--- config.mk ---
export PLATFORM = sky130hd
export DESIGN_NAME = shift_seq_ctrl_flat
export DESIGN_NICKNAME = d
export VERILOG_FILES = /design/src/rtl/shift_seq_ctrl_if.sv /design/src/rtl/shift_seq_ctrl.sv /design/src/flat_wrapper.sv
export SDC_FILE = /design/constraint.sdc
export NUM_CORES = 1
export LEC_CHECK = 0
export CORE_UTILIZATION = 52
export CTS_CLUSTER_DIAMETER = 30
export DETAILED_ROUTE_END_ITERATION = 8
export GPL_ROUTABILITY_DRIVEN = 0
export PLACE_DENSITY_LB_ADDON = 0.3
export SLEW_MARGIN = 20
export SYNTH_ARGS = -nofsm -noshare
export SYNTH_HDL_FRONTEND = slang
export SYNTH_SLANG_ARGS = --single-unit
--- constraint.sdc ---
create_clock -name C -period 3.2 [get_ports C]
set_clock_uncertainty 0.2 [all_clocks]
set_input_delay 0.64 -clock C [delete_from_list [all_inputs] [get_ports C]]
set_output_delay 0.64 -clock C [all_outputs]
set_load 0.02 [all_outputs]
--- src/rtl/shift_seq_ctrl_if.sv ---
// Handshake and serial-output bundle for shift_seq_ctrl.
// The producer side (master) supplies the parallel word, its valid flag and
// the pause request; the serializer (slave) returns ready, the serial bit,
// the downstream shift enable, the end-of-word pulse and the bit count.
interface shift_seq_ctrl_if #(
  parameter int WIDTH = 8
);
  logic [WIDTH-1:0] PD;
  logic             PV;
  logic             PR;
  logic             HOLD;
  logic             SO;
  logic             SE;
  logic             DONE;
  logic [3:0]       CNT;

  modport master (
    output PD, PV, HOLD,
    input  PR, SO, SE, DONE, CNT
  );

  modport slave (
    input  PD, PV, HOLD,
    output PR, SO, SE, DONE, CNT
  );
endinterface

--- src/rtl/shift_seq_ctrl.sv ---
// Parallel-to-serial sequencer feeding an external shift-register chain.
// A word is captured from PD when PV is seen in IDLE, then shifted out LSB
// first on SO, one bit per cycle, while SE gates the downstream chain clock.
// HOLD pauses shifting in place. A one-cycle DONE marks the end of the word,
// after which the block returns to IDLE and can accept the next word.
//
//   state | meaning
//   ------+---------------------------------------------------------------
//   IDLE  | ready (PR=1), waiting for PV; outputs quiet, CNT=0
//   SHIFT | presenting buf[0] on SO; advances on every cycle with HOLD=0
//   FIN   | word complete: DONE=1 for one cycle, CNT=WIDTH
//
// PR, DONE and the SHIFT qualifier are flops set alongside the state, so the
// only combinational term on SE is the HOLD gate and SO is a two-flop AND;
// none of them can glitch from next-state decode.
module shift_seq_ctrl #(
  parameter int WIDTH = 8
) (
  input logic             C,
  input logic             nR,
  shift_seq_ctrl_if.slave bus
);

  typedef enum logic [1:0] {
    IDLE  = 2'd0,
    SHIFT = 2'd1,
    FIN   = 2'd2
  } state_t;

  localparam logic [3:0] CNT_LAST = 4'(WIDTH - 1);
  localparam logic [3:0] CNT_FULL = 4'(WIDTH);

  state_t           state;
  logic [WIDTH-1:0] buf_q;
  logic [3:0]       cnt_q;
  logic             pr_q;
  logic             done_q;
  logic             shift_q;

  // Sequencer: state, shift buffer, bit counter and registered output flags.
  always_ff @(posedge C) begin
    if (!nR) begin
      state   <= IDLE;
      buf_q   <= '0;
      cnt_q   <= '0;
      pr_q    <= 1'b1;
      done_q  <= 1'b0;
      shift_q <= 1'b0;
    end else begin
      case (state)
        IDLE: begin
          if (bus.PV) begin
            state   <= SHIFT;
            buf_q   <= bus.PD;
            cnt_q   <= '0;
            pr_q    <= 1'b0;
            shift_q <= 1'b1;
          end
        end
        SHIFT: begin
          // HOLD freezes everything; PV/PD are not looked at here, so
          // nothing offered mid-word is queued.
          if (!bus.HOLD) begin
            buf_q <= {1'b0, buf_q[WIDTH-1:1]};
            if (cnt_q == CNT_LAST) begin
              state   <= FIN;
              cnt_q   <= CNT_FULL;
              shift_q <= 1'b0;
              done_q  <= 1'b1;
            end else begin
              cnt_q <= cnt_q + 4'd1;
            end
          end
        end
        FIN: begin
          // Unconditional single cycle; no acceptance here even with PV=1.
          state  <= IDLE;
          cnt_q  <= '0;
          done_q <= 1'b0;
          pr_q   <= 1'b1;
        end
        default: begin
          state   <= IDLE;
          buf_q   <= '0;
          cnt_q   <= '0;
          pr_q    <= 1'b1;
          done_q  <= 1'b0;
          shift_q <= 1'b0;
        end
      endcase
    end
  end

  // Output decode from registered flags; SE is additionally gated by HOLD.
  always_comb begin
    bus.PR   = pr_q;
    bus.DONE = done_q;
    bus.SO   = shift_q & buf_q[0];
    bus.SE   = shift_q & ~bus.HOLD;
    bus.CNT  = cnt_q;
  end

endmodule

--- src/flat_wrapper.sv ---
// flat-port wrapper written by rule: the top's interface ports become plain ports
module shift_seq_ctrl_flat 
#(
  parameter int WIDTH = 8
)
  (C, nR, bus_PD, bus_PV, bus_HOLD, bus_PR, bus_SO, bus_SE, bus_DONE, bus_CNT);
  shift_seq_ctrl_if #(.WIDTH(WIDTH)) bus_i ();
  input logic C;
  input logic nR;
  input wire logic [$bits(bus_i.PD)-1:0] bus_PD;
  input wire logic [$bits(bus_i.PV)-1:0] bus_PV;
  input wire logic [$bits(bus_i.HOLD)-1:0] bus_HOLD;
  output wire logic [$bits(bus_i.PR)-1:0] bus_PR;
  output wire logic [$bits(bus_i.SO)-1:0] bus_SO;
  output wire logic [$bits(bus_i.SE)-1:0] bus_SE;
  output wire logic [$bits(bus_i.DONE)-1:0] bus_DONE;
  output wire logic [$bits(bus_i.CNT)-1:0] bus_CNT;
  assign bus_i.PD = bus_PD;
  assign bus_i.PV = bus_PV;
  assign bus_i.HOLD = bus_HOLD;
  assign bus_PR = bus_i.PR;
  assign bus_SO = bus_i.SO;
  assign bus_SE = bus_i.SE;
  assign bus_DONE = bus_i.DONE;
  assign bus_CNT = bus_i.CNT;
  shift_seq_ctrl #(.WIDTH(WIDTH)) u_core (.C(C), .nR(nR), .bus(bus_i));
endmodule
**Word-level counts from Yosys, hierarchy flattened**

Cells that the tools add are included.

- $add $sub $neg: 1
- Bitwise gates (word level): 6
- $mul: 0
- Reductions and logical operators: 7
- Mux-type cells: 20
- Equality and inequality tests: 6
- Shift-type cells: 0
- Div/mod/pow operators: 0
- $lt $le $gt $ge: 0

Operators by type and width:

| cell | count |
|---|---|
| 8-bit case mux with 3 select lines | 1 |
| 8-bit 2-to-1 mux | 2 |
| 4-bit 2-to-1 mux | 3 |
| 3-bit AND reduction | 3 |
| 4-bit case mux with 2 select lines | 1 |
| 1-bit 2-to-1 mux | 6 |
| 2-bit 2-to-1 mux | 3 |
| 4-bit by 1-bit adder with 4-bit output (second input constant) | 1 |
| 4-bit by 3-bit == test with 1-bit output (second input constant) | 1 |
| 2-bit != test (second input constant) | 2 |
| 1-bit inverter | 4 |
| 1-bit case mux with 2 select lines | 2 |
| 2-bit case mux with 2 select lines | 1 |
| 2-bit AND reduction | 2 |
| 4-bit AND reduction | 1 |
| 1-bit case mux with 3 select lines | 1 |
| 1-bit AND | 2 |
| 2-bit by 1-bit == test with 1-bit output (second input constant) | 1 |
| 2-bit == test (second input constant) | 1 |
| 2-bit zero test | 1 |
| 2-bit by 1-bit != test with 1-bit output (second input constant) | 1 |

- Register bits after elaboration: 17
- Memories kept: 0
- Output and inout bits: 8
- Memory bits (read-only): 0
- Bits of input ports: 12
- Logic and storage cells: 46
- Latch bits: 0
- Memory bits (writable): 0

**Longest topological paths before layout**

- Word-level depth: 4
- Gate-level depth with buffers: 5

**Least setup slack after synthesis**

OpenSTA, ideal clock, no wires.

- Kind: input-to-output
- From: input bus_HOLD
- To: output bus_SE
- Cell stages on the path: 2
- Path buffers: 1
- Path slack: 1.250 ns
- Required time: 2.360 ns
- Data arrival time: 1.110 ns
- Cell sequence: buf_2 > nor2b_1

- Word-level cells in the longest chain between the ends: 2

Ends and longest elaborated chain:

| item | RTL line | text |
|---|---|---|
| from (decl) | flat_wrapper.sv:12 | `input wire logic [$bits(bus_i.HOLD)-1:0] bus_HOLD;` |
| 1-bit inverter | shift_seq_ctrl.sv:99 | `bus.SE = shift_q & ~bus.HOLD;` |
| 1-bit AND | shift_seq_ctrl.sv:99 |  |
| to (decl) | flat_wrapper.sv:15 | `output wire logic [$bits(bus_i.SE)-1:0] bus_SE;` |

No other way between the ends.

**Final worst setup path**

Ends and elaborated chain as after synthesis.

==> key figures <==
Status
  – Status: complete, no violations

Cells and area
  – Layout cell share with drive strength beyond 1: 22.4%
  – Fin cells: 132
  – Syn-to-layout area delta: 24.3%
  – Nets: 130
  – Post-layout util: 71.0%
  – Layout filler cell count: roughly 140
  – Reg area: 340 um^2
  – N_diodes: 0
  – Area occupied by multi-input gates: 508 um^2

Clock network
  – Clock Latency Late Sink: around 290 ps
  – Post-CTS setup buffer count: 0
  – Longest Clk Path Bufs: 2
  – H-Tree Depth: 1
  – TritonCTS clock tree: yes
  – Root Buffer: clkbuf_4
  – # clock sinks: 17
  – CTS buffer count: 3
  – Worst-path clk slew: 100 ps
  – Post-CTS Resized: 0
  – # hold bufs at CTS: 0

Place
  – Placed cells: ~130
  – Port bufs: 19
  – Final HPWL DP: 1210 um

GRT
  – Met3 Use GR: approximately 3.8%
  – GR Util met2: 28.5%
  – Initial antenna violation count: 0
  – GR peak layer: met1
  – Largest net degree at the start of global routing: 17
  – Gr ovfl total: 0
  – Vias in the first global route: 629
  – Gr usage total: 19.8%
  – GR met1 Demand/Resource: 28.7%
  – First-pass GRT wire length: 2800 um

Setup path
  – Crit-path cells: clkdlybuf4s50_1, nor2b_1, clkdlybuf4s50_1
  – R2r endpoint: u_core.buf_q[7]$_SDFFE_PN0P_
  – Slowest-stage cell, CP: clkdlybuf4s50_1
  – Req. time, crit path: 2360 ps
  – CP endpoint: bus_SE
  – CP startpoint: bus_HOLD
  – Max incr delay on CP: about 600 ps
  – Top cell by count, worst path: clkdlybuf4s50_1
  – Setup CP Type: in2out
  – Arr. time, crit path: 1780 ps
  – Nature of the critical path startpoint: input pin
  – Critical path capture point type: output pin
  – R2r setup slk: 1420 ps
  – Register-to-Register Path Depth: 4
  – RR Startpoint: u_core.state[0]$_SDFFE_PN0P_
  – CP max FO: 2

Logic synthesis
  – Post-synthesis sequential area ratio: 38.2%
  – Syn nets: 110
  – Post-Syn Area: between 800 and 900 um^2
  – Main synth FF type: dfxtp_1
  – Post-synth EDFFs: 0
  – Ys Warns: 0
  – Async S/R FF share, synth: 0%
  – Synthesized instance count: 97
  – Synthesized flop and latch total: 17
  – Distinct cell type count after synthesis: 37
  – Synthesized area per cell: ~9 um^2

Timing
  – RSZ-0062 raised after global routing: no
  – F_max: 382 MHz
  – Hold Vio Cnt, Final: 0
  – Max_slew headroom: 65.0%
  – Hold slack: 281 ps
  – Worst slew pin tran: 525 ps
  – Pins Over Slew Limit: 0
  – Tmin final: 2620 ps
  – Tcrit/Tclk final: 81.8%
  – # setup viols final: 0
  – Fin Setup TNS: 0 ps

Route
  – Routed WL: 1760 um
  – Iteration count of the initial detailed-routing pass: 4
  – Wirelength per Cell: between 10 and 15 um
  – Via density: 5.70
  – Initial DRC count: 25
  – # DRC: 0
  – DR vias: 752
  – Final ANT Viol Nets: 0

Die
  – Cell Rows: 14
  – # IOs: 20
  – Chip Width: 43.4 um
  – Core area: 0.00156 mm^2
  – Initial Util: 57.1%
  – Chip Height: 43.4 um
  – Die ar.: about 0.0019 mm^2

Power and ir drop
  – PD cells: 418 mW/mm^2
  – Int Power: 0.000329 W
  – Leak pwr: 0.407 nW
  – Switch share: approximately 29%
  – Clock network power share: around a quarter
  – Comb power frac: 22.6%
  – Worst vdd ir: 0.374 mV
  – Reg power frac: 52.4%
  – Sw Pwr: 0.000134 W

Hold path
  – Worst min path class: reg2reg

Job
  – Max-cap viol count: 0
how the worst min path moves through the flow:
stage / from / to / slack [ps] / cells after the start
6_report: u_core.bus.PR$_SDFFE_PN1P_ / u_core.bus.PR$_SDFFE_PN1P_ / 280 / 2
5_1_grt: u_core.bus.PR$_SDFFE_PN1P_ / u_core.bus.PR$_SDFFE_PN1P_ / 310 / 2
4_1_cts: u_core.bus.PR$_SDFFE_PN1P_ / u_core.bus.PR$_SDFFE_PN1P_ / 290 / 2
3_5_place_dp: u_core.bus.DONE$_SDFFE_PN0P_ / u_core.bus.DONE$_SDFFE_PN0P_ / 260 / 2
3_3_place_gp: u_core.bus.PR$_SDFFE_PN1P_ / u_core.bus.PR$_SDFFE_PN1P_ / 250 / 2
2_1_floorplan: u_core.buf_q[7]$_SDFFE_PN0P_ / u_core.buf_q[7]$_SDFFE_PN0P_ / 260 / 2
final cells by class:
cell class / count / share of cell area, %
repair buffers: 20 / 17.9
well taps: 16 / 1.81
flip-flops and latches: 17 / 30.7
clock buffers: 4 / 2.37
inverters: 4 / 1.36
multi-input cells: 71 / 45.9
cells in the mapped netlist, types with 3 or more instances:
master / n / area (um^2)
clkbuf_1: 3 / 11.3
nor2b_1: 3 / 18.8
inv_1: 3 / 11.3
nor2_2: 7 / 43.8
nand2_1: 5 / 18.8
dfxtp_1: 17 / 340
nand2b_1: 3 / 18.8
o221ai_2: 7 / 105
o21ai_0: 7 / 35.0
nor2_1: 9 / 33.8
a21oi_1: 4 / 20.0
power groups by stage:
stage          sequential [W]  combinational (W)  clock, W
2_1_floorplan        0.000246          0.0000723         0
6_report             0.000243           0.000105  0.000116
3_3_place_gp         0.000246           0.000103         0
3_5_place_dp         0.000247           0.000105         0
4_1_cts              0.000242           0.000105  0.000120
5_1_grt              0.000245           0.000114  0.000128
registers in the layout (all words and copies together), names as in the netlist:
signal / flops
u_core.bus.PR: 1
u_core.buf_q: 8
u_core.bus.DONE: 1
u_core.shift_q: 1
u_core.bus.CNT: 4
u_core.state: 2
cell families after synthesis:
logic type,count (synthesis),share of synthesized area (%)
multiplexers,1,1.26
buffers and inverters,9,4.77
XOR/XNOR,1,0.983
flip-flops,17,38.2
adder cells (fa/ha/maj),1,1.40
AND/OR/NAND/NOR,39,24.9
AO/OA/AOI/OAI,29,28.5
worst max-delay path, delay by kind of cell:
| kind | cells | cell delay, ps |
|---|---|---|
| buffers and inverters | 2 | 1020 |
| and+or+nand+nor | 1 | 110 |
through the flow:
step,power [W],worst slack [ps],area [um^2]
2_1_floorplan,0.000318,1250,891
3_3_place_gp,0.000349,569,1080
3_5_place_dp,0.000352,570,1080
4_1_cts,0.000468,569,1110
5_1_grt,0.000486,529,1110
6_report,0.000463,583,1110
per-layer routing:
layer	wire length (um)	up-vias
met5	0	-
met4	13	0
met3	50	2
met2	786	13
met1	908	352
li1	-	385
layout by cell type, fill, tap and decap left out, types with 2 or more instances in the layout:
| cell type | n |
|---|---|
| dfxtp_1 | 17 |
| nand2b_1 | 3 |
| clkbuf_4 | 3 |
| clkdlybuf4s50_1 | 19 |
| nor3_1 | 2 |
| o21bai_1 | 2 |
| nor2b_1 | 3 |
| nand2_1 | 5 |
| o21ai_0 | 7 |
| a31oi_1 | 2 |
| a21oi_1 | 4 |
| o221ai_2 | 7 |
| nor2_1 | 9 |
| nor2_2 | 7 |
| inv_1 | 3 |
No activity file was read; power rests on OpenSTA's default activity.
